[config.mk]
export PLATFORM = sky130hd
export DESIGN_NAME = mdu_sequencer
export DESIGN_NICKNAME = d
export VERILOG_FILES = /design/src/rtl/mdu_pkg.sv /design/src/rtl/mdu_step.sv /design/src/rtl/mdu_sequencer.sv
export SDC_FILE = /design/constraint.sdc
export NUM_CORES = 1
export LEC_CHECK = 0
export ABC_AREA = 1
export ABC_CLOCK_PERIOD_IN_PS = 3700
export BUFFER_PORTS_ARGS = -buffer_cell sky130_fd_sc_hd__buf_2
export CAP_MARGIN = 15
export CORE_MARGIN = 2
export CORE_UTILIZATION = 35
export CTS_CLUSTER_SIZE = 10
export DETAILED_ROUTE_END_ITERATION = 12
export GPL_ROUTABILITY_DRIVEN = 0
export MAX_ROUTING_LAYER = met4
export SKIP_CTS_REPAIR_TIMING = 1
export SLEW_MARGIN = 20
export SYNTH_ARGS = -nofsm -noshare
export SYNTH_HDL_FRONTEND = slang
export SYNTH_SLANG_ARGS = --single-unit
export TNS_END_PERCENT = 100
[constraint.sdc]
create_clock -name clk -period 3.7 [get_ports clk]
set_input_delay 0.555 -clock clk [delete_from_list [all_inputs] [get_ports clk]]
set_output_delay 0.555 -clock clk [all_outputs]
set_load 0.05 [all_outputs]
[src/rtl/mdu_pkg.sv]
// Shared types, opcode constants and operand-sign helpers for the M-extension sequencer.
package mdu_pkg;

  typedef enum logic [2:0] {
    IDLE = 3'd0,
    PREP = 3'd1,
    CALC = 3'd2,
    FIX  = 3'd3,
    DONE = 3'd4
  } mdu_state_t;

  localparam logic [2:0] F3_MUL    = 3'b000;
  localparam logic [2:0] F3_MULH   = 3'b001;
  localparam logic [2:0] F3_MULHSU = 3'b010;
  localparam logic [2:0] F3_MULHU  = 3'b011;
  localparam logic [2:0] F3_DIV    = 3'b100;
  localparam logic [2:0] F3_DIVU   = 3'b101;
  localparam logic [2:0] F3_REM    = 3'b110;
  localparam logic [2:0] F3_REMU   = 3'b111;

  localparam logic [6:0] FUNCT7_MULDIV = 7'b0000001;

  // Divide/remainder group occupies the upper half of the encoding
  function automatic logic f3_is_div(input logic [2:0] f3);
    return f3[2];
  endfunction

  // rs1 is treated as signed for MULH, MULHSU, DIV and REM
  function automatic logic f3_signed_a(input logic [2:0] f3);
    return (f3 == F3_MULH) || (f3 == F3_MULHSU) || (f3 == F3_DIV) || (f3 == F3_REM);
  endfunction

  // rs2 is treated as signed for MULH, DIV and REM
  function automatic logic f3_signed_b(input logic [2:0] f3);
    return (f3 == F3_MULH) || (f3 == F3_DIV) || (f3 == F3_REM);
  endfunction

endpackage

[src/rtl/mdu_step.sv]
// One radix-2 iteration: shift-add for multiply, restoring shift-subtract for divide.
// Accumulator layout is {hi, lo}: multiply keeps {partial product, multiplier},
// divide keeps {partial remainder, dividend/quotient}. Both modes share one XLEN+1 adder.
module mdu_step #(
  parameter int unsigned XLEN = 32
) (
  input  logic              is_div_i,
  input  logic [2*XLEN-1:0] acc_i,
  input  logic [XLEN-1:0]   opnd_i,
  output logic [2*XLEN-1:0] acc_o
);

  localparam int unsigned SW = XLEN + 1;

  logic [XLEN-1:0] hi;
  logic [XLEN-1:0] lo;
  logic [SW-1:0]   add_a;
  logic [SW-1:0]   add_b;
  logic [SW-1:0]   sum;

  assign hi = acc_i[2*XLEN-1:XLEN];
  assign lo = acc_i[XLEN-1:0];

  // Shared adder; divide subtracts via inverted operand plus carry-in
  always_comb begin
    add_a = '0;
    add_b = '0;
    sum   = '0;
    acc_o = acc_i;
    if (is_div_i) begin
      add_a = {hi, lo[XLEN-1]};
      add_b = ~{1'b0, opnd_i};
    end else begin
      add_a = {1'b0, hi};
      add_b = lo[0] ? {1'b0, opnd_i} : '0;
    end
    sum = add_a + add_b + SW'(is_div_i);
    if (is_div_i) begin
      // sum[XLEN] set means the trial subtraction went negative: restore
      acc_o = sum[XLEN] ? {acc_i[2*XLEN-2:0], 1'b0}
                        : {sum[XLEN-1:0], lo[XLEN-2:0], 1'b1};
    end else begin
      acc_o = {sum, lo[XLEN-1:1]};
    end
  end

endmodule

[src/rtl/mdu_sequencer.sv]
// Iterative RISC-V M-extension unit: fixed XLEN+2 cycle latency for every operation.
module mdu_sequencer
  import mdu_pkg::*;
#(
  parameter int unsigned XLEN = 32
) (
  input  logic            clk,
  input  logic            rst_n,
  input  logic            start,
  input  logic            abort,
  input  logic [2:0]      Funct3,
  input  logic [XLEN-1:0] SrcA,
  input  logic [XLEN-1:0] SrcB,
  output logic            busy,
  output logic            done,
  output logic [XLEN-1:0] Result
);

  localparam int unsigned DW = 2 * XLEN;
  localparam int unsigned CW = $clog2(XLEN) + 1;

  mdu_state_t      state_q;
  logic [2:0]      f3_q;
  logic [XLEN-1:0] a_q;
  logic [XLEN-1:0] b_q;
  logic [XLEN-1:0] opnd_q;
  logic [DW-1:0]   acc_q;
  logic [CW-1:0]   cnt_q;
  logic            neg_q;
  logic            rneg_q;
  logic            busy_q;
  logic            done_q;
  logic [XLEN-1:0] result_q;

  logic            a_neg;
  logic            b_neg;
  logic [XLEN-1:0] a_abs;
  logic [XLEN-1:0] b_abs;
  logic [DW-1:0]   acc_step;
  logic [DW-1:0]   prod_s;
  logic [XLEN-1:0] quot_s;
  logic [XLEN-1:0] rem_s;
  logic            div_zero;
  logic            div_ovf;
  logic [XLEN-1:0] fix_res;

  assign busy   = busy_q;
  assign done   = done_q;
  assign Result = result_q;

  // Operand magnitudes and signs for the latched operation
  always_comb begin
    a_neg = a_q[XLEN-1] & f3_signed_a(f3_q);
    b_neg = b_q[XLEN-1] & f3_signed_b(f3_q);
    a_abs = a_neg ? -a_q : a_q;
    b_abs = b_neg ? -b_q : b_q;
  end

  mdu_step #(.XLEN(XLEN)) u_step (
    .is_div_i (f3_is_div(f3_q)),
    .acc_i    (acc_q),
    .opnd_i   (opnd_q),
    .acc_o    (acc_step)
  );

  // Sign correction, half/quotient/remainder selection and special cases
  always_comb begin
    prod_s   = neg_q  ? -acc_q : acc_q;
    quot_s   = neg_q  ? -acc_q[XLEN-1:0] : acc_q[XLEN-1:0];
    rem_s    = rneg_q ? -acc_q[DW-1:XLEN] : acc_q[DW-1:XLEN];
    div_zero = (b_q == '0);
    div_ovf  = (a_q == {1'b1, {(XLEN-1){1'b0}}}) && (&b_q);
    fix_res  = '0;
    case (f3_q)
      F3_MUL:                       fix_res = prod_s[XLEN-1:0];
      F3_MULH, F3_MULHSU, F3_MULHU: fix_res = prod_s[DW-1:XLEN];
      F3_DIV, F3_DIVU: begin
        if (div_zero)                     fix_res = '1;
        else if (f3_q == F3_DIV && div_ovf) fix_res = a_q;
        else                              fix_res = quot_s;
      end
      default: begin
        if (div_zero)                     fix_res = a_q;
        else if (f3_q == F3_REM && div_ovf) fix_res = '0;
        else                              fix_res = rem_s;
      end
    endcase
  end

  // Control FSM and datapath registers; abort wins over start
  always_ff @(posedge clk) begin
    if (!rst_n) begin
      state_q  <= IDLE;
      f3_q     <= '0;
      a_q      <= '0;
      b_q      <= '0;
      opnd_q   <= '0;
      acc_q    <= '0;
      cnt_q    <= '0;
      neg_q    <= 1'b0;
      rneg_q   <= 1'b0;
      busy_q   <= 1'b0;
      done_q   <= 1'b0;
      result_q <= '0;
    end else if (abort) begin
      state_q <= IDLE;
      busy_q  <= 1'b0;
      done_q  <= 1'b0;
    end else begin
      case (state_q)
        IDLE: begin
          done_q <= 1'b0;
          if (start) begin
            f3_q    <= Funct3;
            a_q     <= SrcA;
            b_q     <= SrcB;
            busy_q  <= 1'b1;
            state_q <= PREP;
          end
        end
        PREP: begin
          if (f3_is_div(f3_q)) begin
            opnd_q <= b_abs;
            acc_q  <= {{XLEN{1'b0}}, a_abs};
          end else begin
            opnd_q <= a_abs;
            acc_q  <= {{XLEN{1'b0}}, b_abs};
          end
          neg_q   <= a_neg ^ b_neg;
          rneg_q  <= a_neg;
          cnt_q   <= '0;
          state_q <= CALC;
        end
        CALC: begin
          acc_q <= acc_step;
          cnt_q <= cnt_q + CW'(1);
          if (cnt_q == CW'(XLEN - 1)) begin
            state_q <= FIX;
          end
        end
        FIX: begin
          result_q <= fix_res;
          busy_q   <= 1'b0;
          done_q   <= 1'b1;
          state_q  <= DONE;
        end
        DONE: begin
          done_q <= 1'b0;
          if (start) begin
            f3_q    <= Funct3;
            a_q     <= SrcA;
            b_q     <= SrcB;
            busy_q  <= 1'b1;
            state_q <= PREP;
          end else begin
            state_q <= IDLE;
          end
        end
        default: begin
          state_q <= IDLE;
          busy_q  <= 1'b0;
          done_q  <= 1'b0;
        end
      endcase
    end
  end

endmodule

== After elaboration in Yosys (flattened, before gate mapping) ==
Cells that the tools add are included.

* Bits in registers: 208
* Input bits: 71
* Output and inout port bits: 34
* Word-level logic and storage cells: 92

* $add $sub $neg: 8
* Eq/ne operators: 15
* Muxes and demuxes: 26
* Bitwise logic cells: 7
* Reduce and logical (&&, ||, !) cells: 24

{| class="wikitable"
|+ Operators with widths
! operator !! count
|-
| 2-to-1 mux 32 bit || 11
|-
| 2-to-1 mux 64 bit || 3
|-
| negator 32 bit || 4
|-
| case mux 64 bit (2 select lines) || 1
|-
| case mux 32 bit (3 select lines) || 1
|-
| 2-to-1 mux 33 bit || 2
|-
| negator 64 bit || 1
|-
| adder 33 x 1 -> 33 bit || 1
|-
| adder 33 bit || 1
|-
| NOT 32 -> 33 bit || 1
|-
| == test 32 bit (second input constant) || 1
|-
| logical NOT 32 bit || 1
|-
| AND reduction 32 bit || 1
|-
| case mux 3 bit (5 select lines) || 1
|-
| == test 3 x 2 -> 1 bit (second input constant) || 4
|-
| == test 3 bit (second input constant) || 4
|-
| case mux 6 bit (2 select lines) || 1
|-
| AND reduction 2 bit || 5
|-
| OR reduction 2 bit || 4
|-
| adder 6 x 1 -> 6 bit (second input constant) || 1
|-
| == test 3 x 1 -> 1 bit (second input constant) || 2
|-
| == test 6 x 5 -> 1 bit (second input constant) || 1
|-
| logical NOT 3 bit || 2
|-
| 2-to-1 mux 3 bit || 2
|-
| other kinds (12) || 24
|}

== Longest topological paths before layout ==
* Depth in word-level cells: 8
* Mapped depth: 25
* Gate-level depth less buffers: 21

== By module ==
From an unflattened synthesis, not the netlist that was laid out.

* Cell total of the unflattened synthesis: 3454
* Area total of the unflattened synthesis: 19447.4 um^2

{| class="wikitable"
|+ By module, submodules not included
! module !! times used !! cells each !! area an instance (um^2) !! sequential area each (um^2)
|-
| mdu_sequencer || 1 || 2501 || 14845.5 || 4164.0
|-
| mdu_step || 1 || 953 || 4601.9 || 0.0
|}

== Least setup slack after synthesis ==
OpenSTA, ideal clock, no wires.

* Kind: register to register
* From: register f3_q[2]
* To: register acc_q[60]
* Arrival time: 3.388 ns
* Data required time: 3.568 ns
* Slack: 0.180 ns
* Cell stages (with the launch flop): 25
* Clock period less this slack: 3.520 ns
* Cells stage by stage: dfxtp_1 buf_2 clkbuf_1 buf_2 buf_1 nand2_1 o21ai_0 fa_1 inv_1 fa_1 inv_1 nand3_1 nand2_2 nand2_2 nand2_4 nand2_2 nand2_4 nand2_4 nand3_4 nand2_8 buf_12 nand2_1 nand3_1 nand2_1 a21oi_2

* Cells in the longest elaborated chain, start to end: 6

{| class="wikitable"
|+ Ends and longest elaborated chain
! what !! line !! text
|-
| start, declared || mdu_sequencer.sv:23 || <nowiki>logic [2:0] f3_q;</nowiki>
|-
| start signal, assigned || mdu_sequencer.sv:114 || <nowiki>f3_q <= Funct3;</nowiki>
|-
| start signal, assigned || mdu_sequencer.sv:150 || <nowiki>f3_q <= Funct3;</nowiki>
|-
| 2-to-1 mux 33 bit || mdu_step.sv:30 || <nowiki>if (is_div_i) begin</nowiki>
|-
| adder 33 bit || mdu_step.sv:37 || <nowiki>sum = add_a + add_b + SW'(is_div_i);</nowiki>
|-
| adder 33 x 1 -> 33 bit || mdu_step.sv:37 ||
|-
| 2-to-1 mux 64 bit || mdu_step.sv:40 || <nowiki>acc_o = sum[XLEN] ? {acc_i[2*XLEN-2:0], 1'b0}</nowiki>
|-
| 2-to-1 mux 64 bit (*) || mdu_step.sv:38 || <nowiki>if (is_div_i) begin</nowiki>
|-
| case mux 64 bit (2 select lines) (*) || mdu_sequencer.sv:110 || <nowiki>case (state_q)</nowiki>
|-
| end signal, assigned || mdu_sequencer.sv:124 || <nowiki>acc_q <= {{XLEN{1'b0}}, a_abs};</nowiki>
|-
| end signal, assigned || mdu_sequencer.sv:127 || <nowiki>acc_q <= {{XLEN{1'b0}}, b_abs};</nowiki>
|-
| end signal, assigned || mdu_sequencer.sv:135 || <nowiki>acc_q <= acc_step;</nowiki>
|-
| end, declared || mdu_sequencer.sv:27 || <nowiki>logic [DW-1:0] acc_q;</nowiki>
|}

Every way passes the cells marked *; elsewhere a longest branch is shown, timed or not.
A chain may end at the register's enable or synchronous reset.

== Worst setup path after layout ==
* From: register acc_q[32]
* To: register acc_q[62]

* Cells in the longest elaborated chain, start to end: 6

{| class="wikitable"
|+ Ends and longest elaborated chain
! what !! line
|-
| 2-to-1 mux 33 bit (*) || mdu_step.sv:30
|-
| adder 33 bit (*) || mdu_step.sv:37
|-
| adder 33 x 1 -> 33 bit (*) || mdu_step.sv:37
|-
| 2-to-1 mux 64 bit || mdu_step.sv:40
|-
| 2-to-1 mux 64 bit (*) || mdu_step.sv:38
|-
| case mux 64 bit (2 select lines) (*) || mdu_sequencer.sv:110
|}

Marked as above.

==> impl_results.md <==
- Outcome: finished clean
- Final net count: 3461
- Seq/Total Area, Yosys: 22.1%
- PortBufs: 104
- WHS: approximately 0.26 ns
- Wire length per cell: 19.5 um
- Max-slew violation total from the final report: 0
- Starting Density: 35.6%
- Crit-path leading delay family: simple AND/OR/NAND/NOR gates
- Synthesized cell area: 18800 um^2
- Worst path slowest cell: fa_1
- Max cap viols: 0
- Yosys top cell area share: 22.1%
- Core area: 52900 um^2
- First-pass DRT Iterations: 10
- Peak supply drop: between 0.3 and 0.4 mV
- Final WL: 79.0 mm
- Worst-Margin Slew: approximately 0.98 ns
- Max Root-Sink Buffers: 3
- Multi-input gate area: 12500 um^2
- Worst R2R Path Depth: 21
- Htree depth: 1
- Clk Latency, worst-skew pair: 0.59 ns
- Area contributors post-synth: dfxtp_1, nand2_1, nand3_1
- Synth unique cells: 55
- Hold Path Class: primary input to flip-flop
- Die area: 55600 um^2
- WP depth: 21
- Worst setup margin: 0.324 ns
- DR iter-0 viols: 2817
- Worst Setup SP: acc_q[32]
- Clock power frac: 37.9%
- Combinational Power Share: 26.4%
- Ys Warns: 0
- Post-route ant nets: 0
- Io pins: 105
- Crit path capture type: flip-flop
- Die Y: 236 um
- Via count: 22300
- Max stage delay on crit path: 0.48 ns
- Clock skew: just under 0.04 ns
- CTS tree: done
- Ys flop type: dfxtp_1
- Post-Syn Nets: ~3400
- CTS root buf: clkbuf_16
- Final Hold Viols: 0
- Seq. cell area: 4170 um^2
- PwrDens: about 330 nW/um^2
- Slew margin rel.: 35.0%
- # fillers: 5894
- First-pass GRT wire length: 118 mm
- Area growth syn-to-layout: 10.2%
- Post-route setup TNS: 0 ns
- Grt ovf: 0
- Crit path arrival time: slightly below 4 ns
- Hold Startpoint: SrcB[23]
- Clock Sinks: 208
- Switching part of the total power: 36.2%
- NetSw: 2470 uW
- # rows: 84
- Seq pwr share: a little over a third
- Fmax: 296 MHz
- Num CTS Buffers: 27
- Synth area leader: dfxtp_1
- Clock transition at path regs: around 0.06 ns
- CP Buf/Inv Count: 4
- Cell with the most instances after synthesis: nand2_1
- Internal Power: 4350 uW
- Critical path startpoint category: flip-flop
- Total track usage: between 20% and 30%
- Synth top cells by count: nand2_1, nand3_1, inv_1
- Chip width: 236 um
- Post-Place Setup Slack: a little over 0.4 ns
- Minimum clock period: 3.38 ns
- Number of remaining DRC errors: 0
- Post-detail-place hpwl: approximately 62 mm
- Largest net degree at the start of global routing: 91
- Async SR Flop Fraction: 0%
- Reg2Reg Launch Point: acc_q[32]
- R2r setup slk: 0.32 ns
- Pleak: 0.0103 uW
- Fin crit share: 91.2%
- WHS Path Cells: 3
- Seq cells post-synth: approximately 210
- Final setup viols: 0
- Number of global-route vias before repair: 19400
- Syn Inst Count: ~3300
- Unrepaired setup endpoints after global routing: no
- Initial antenna violation count: 1
- Worst-path fanout max: 30
- Post-synth EDFFs: 0
- Synth Area per Inst: 5.65 um^2
- Worst-path cell chain: inv_1 > o21ai_0 > fa_1 > inv_1 > fa_1 > inv_1 > nand3_1 > nand2_2 > nand2_2 > nand2_4 > nand2_2 > nand2_4 > nand2_4 > nand2_4 > nand2_1 > nand2_2 > buf_12 > nand2_1 > nand2_1 > nand2_1 > a21oi_1
- Vias/cell: 5.50
- Share of layout cells above drive strength 1: 9.42%
- CP required: 4.19 ns
- Crit Path Class: flip-flop to flip-flop
[worst paths after layout]
check | end
max | acc_q[62]
min | b_q[23]
max reg2reg | acc_q[62]
min reg2reg | busy
[cells by family (layout without fill, tap and decap cells)]
| logic type | after synthesis | after routing | share of synthesized area (%) |
|---|---|---|---|
| XOR/XNOR | 69 | 69 | 3.21 |
| AND/OR/NAND/NOR | 1909 | 1909 | 43.6 |
| adder cells (fa/ha/maj) | 40 | 40 | 2.74 |
| other | 0 | 1 | 0 |
| buffers and inverters | 519 | 552 | 11.3 |
| AO/OA/AOI/OAI | 588 | 588 | 17.0 |
| flip-flops | 208 | 208 | 22.1 |
[stage by stage]
step / cell area (um^2) / cells / total power (uW) / utilization, %
6_report: 20700 / 4055 / 6830 / 39.2
3_3_place_gp: 19900 / 4009 / 4220 / 37.6
2_1_floorplan: 18800 / 3333 / 3650 / -
4_1_cts: 20700 / 4054 / 6790 / 39.2
5_1_grt: 20700 / 4055 / 7100 / 39.2
3_5_place_dp: 19900 / 4009 / 4220 / 37.6
[worst register-to-register path, cell delays in order, from the launching register on]
cell	delay (ns)
dfxtp_1	0.45
inv_1	0.22
o21ai_0	0.35
fa_1	0.29
inv_1	0.07
fa_1	0.48
inv_1	0.11
nand3_1	0.08
nand2_2	0.13
nand2_2	0.07
nand2_4	0.08
nand2_2	0.06
nand2_4	0.08
nand2_4	0.07
nand2_4	0.07
nand2_1	0.06
nand2_2	0.09
buf_12	0.19
nand2_1	0.10
nand2_1	0.06
nand2_1	0.05
a21oi_1	0.11
[area by class of cell]
class | instances | share of cell area (%)
timing repair buffer | 167 | 5.03
multi-input combinational | 2606 | 60.5
tap | 688 | 4.15
sequential | 208 | 20.1
inverter | 340 | 6.17
clock buffer | 40 | 3.74
antenna | 1 | 0.0121
clock inverter | 5 | 0.326
[routing by layer]
layer	share of wire [%]	GRT usage (%)	vias up	wire (um)
met5	0	-	-	0
met4	5.4	12.9	0	4250
met3	11	5.31	231	8520
met2	41	40.8	1214	32400
met1	43	37.5	10000	33800
li1	-	-	10900	-
[placed cells by master, fill, tap and decap left out, types with 5 or more instances in the layout]
cell type / instances
clkbuf_1: 8
dfxtp_1: 206
xor2_1: 65
nand4_1: 57
inv_1: 320
a31oi_1: 20
nor2_1: 308
ha_1: 38
nor2_2: 23
nor3_1: 18
o211ai_1: 41
or2_2: 13
buf_4: 59
a22oi_1: 11
nor2_4: 7
nand3_2: 7
clkbuf_16: 27
clkbuf_8: 5
nand3_1: 371
nand2_1: 1045
o21ai_1: 15
o21ai_0: 213
inv_2: 18
nand2_4: 5
nand2_2: 21
a21oi_1: 263
a21oi_2: 6
nand3b_1: 18
buf_2: 104
[registers in the layout, summed over array words and instances, names as in the netlist, 3 cells and up]
signal   count
Result      32
a_q         32
acc_q       64
state_q      3
cnt_q        6
b_q         32
f3_q         3
opnd_q      32
[power by group through the flow]
stage	Clock [uW]	Combinational [uW]	Sequential, uW
2_1_floorplan	0	1220	2440
3_3_place_gp	0	1740	2480
3_5_place_dp	0	1740	2480
4_1_cts	2610	1750	2430
5_1_grt	2700	1950	2440
6_report	2590	1800	2440
(Power assumes the default switching activity.)
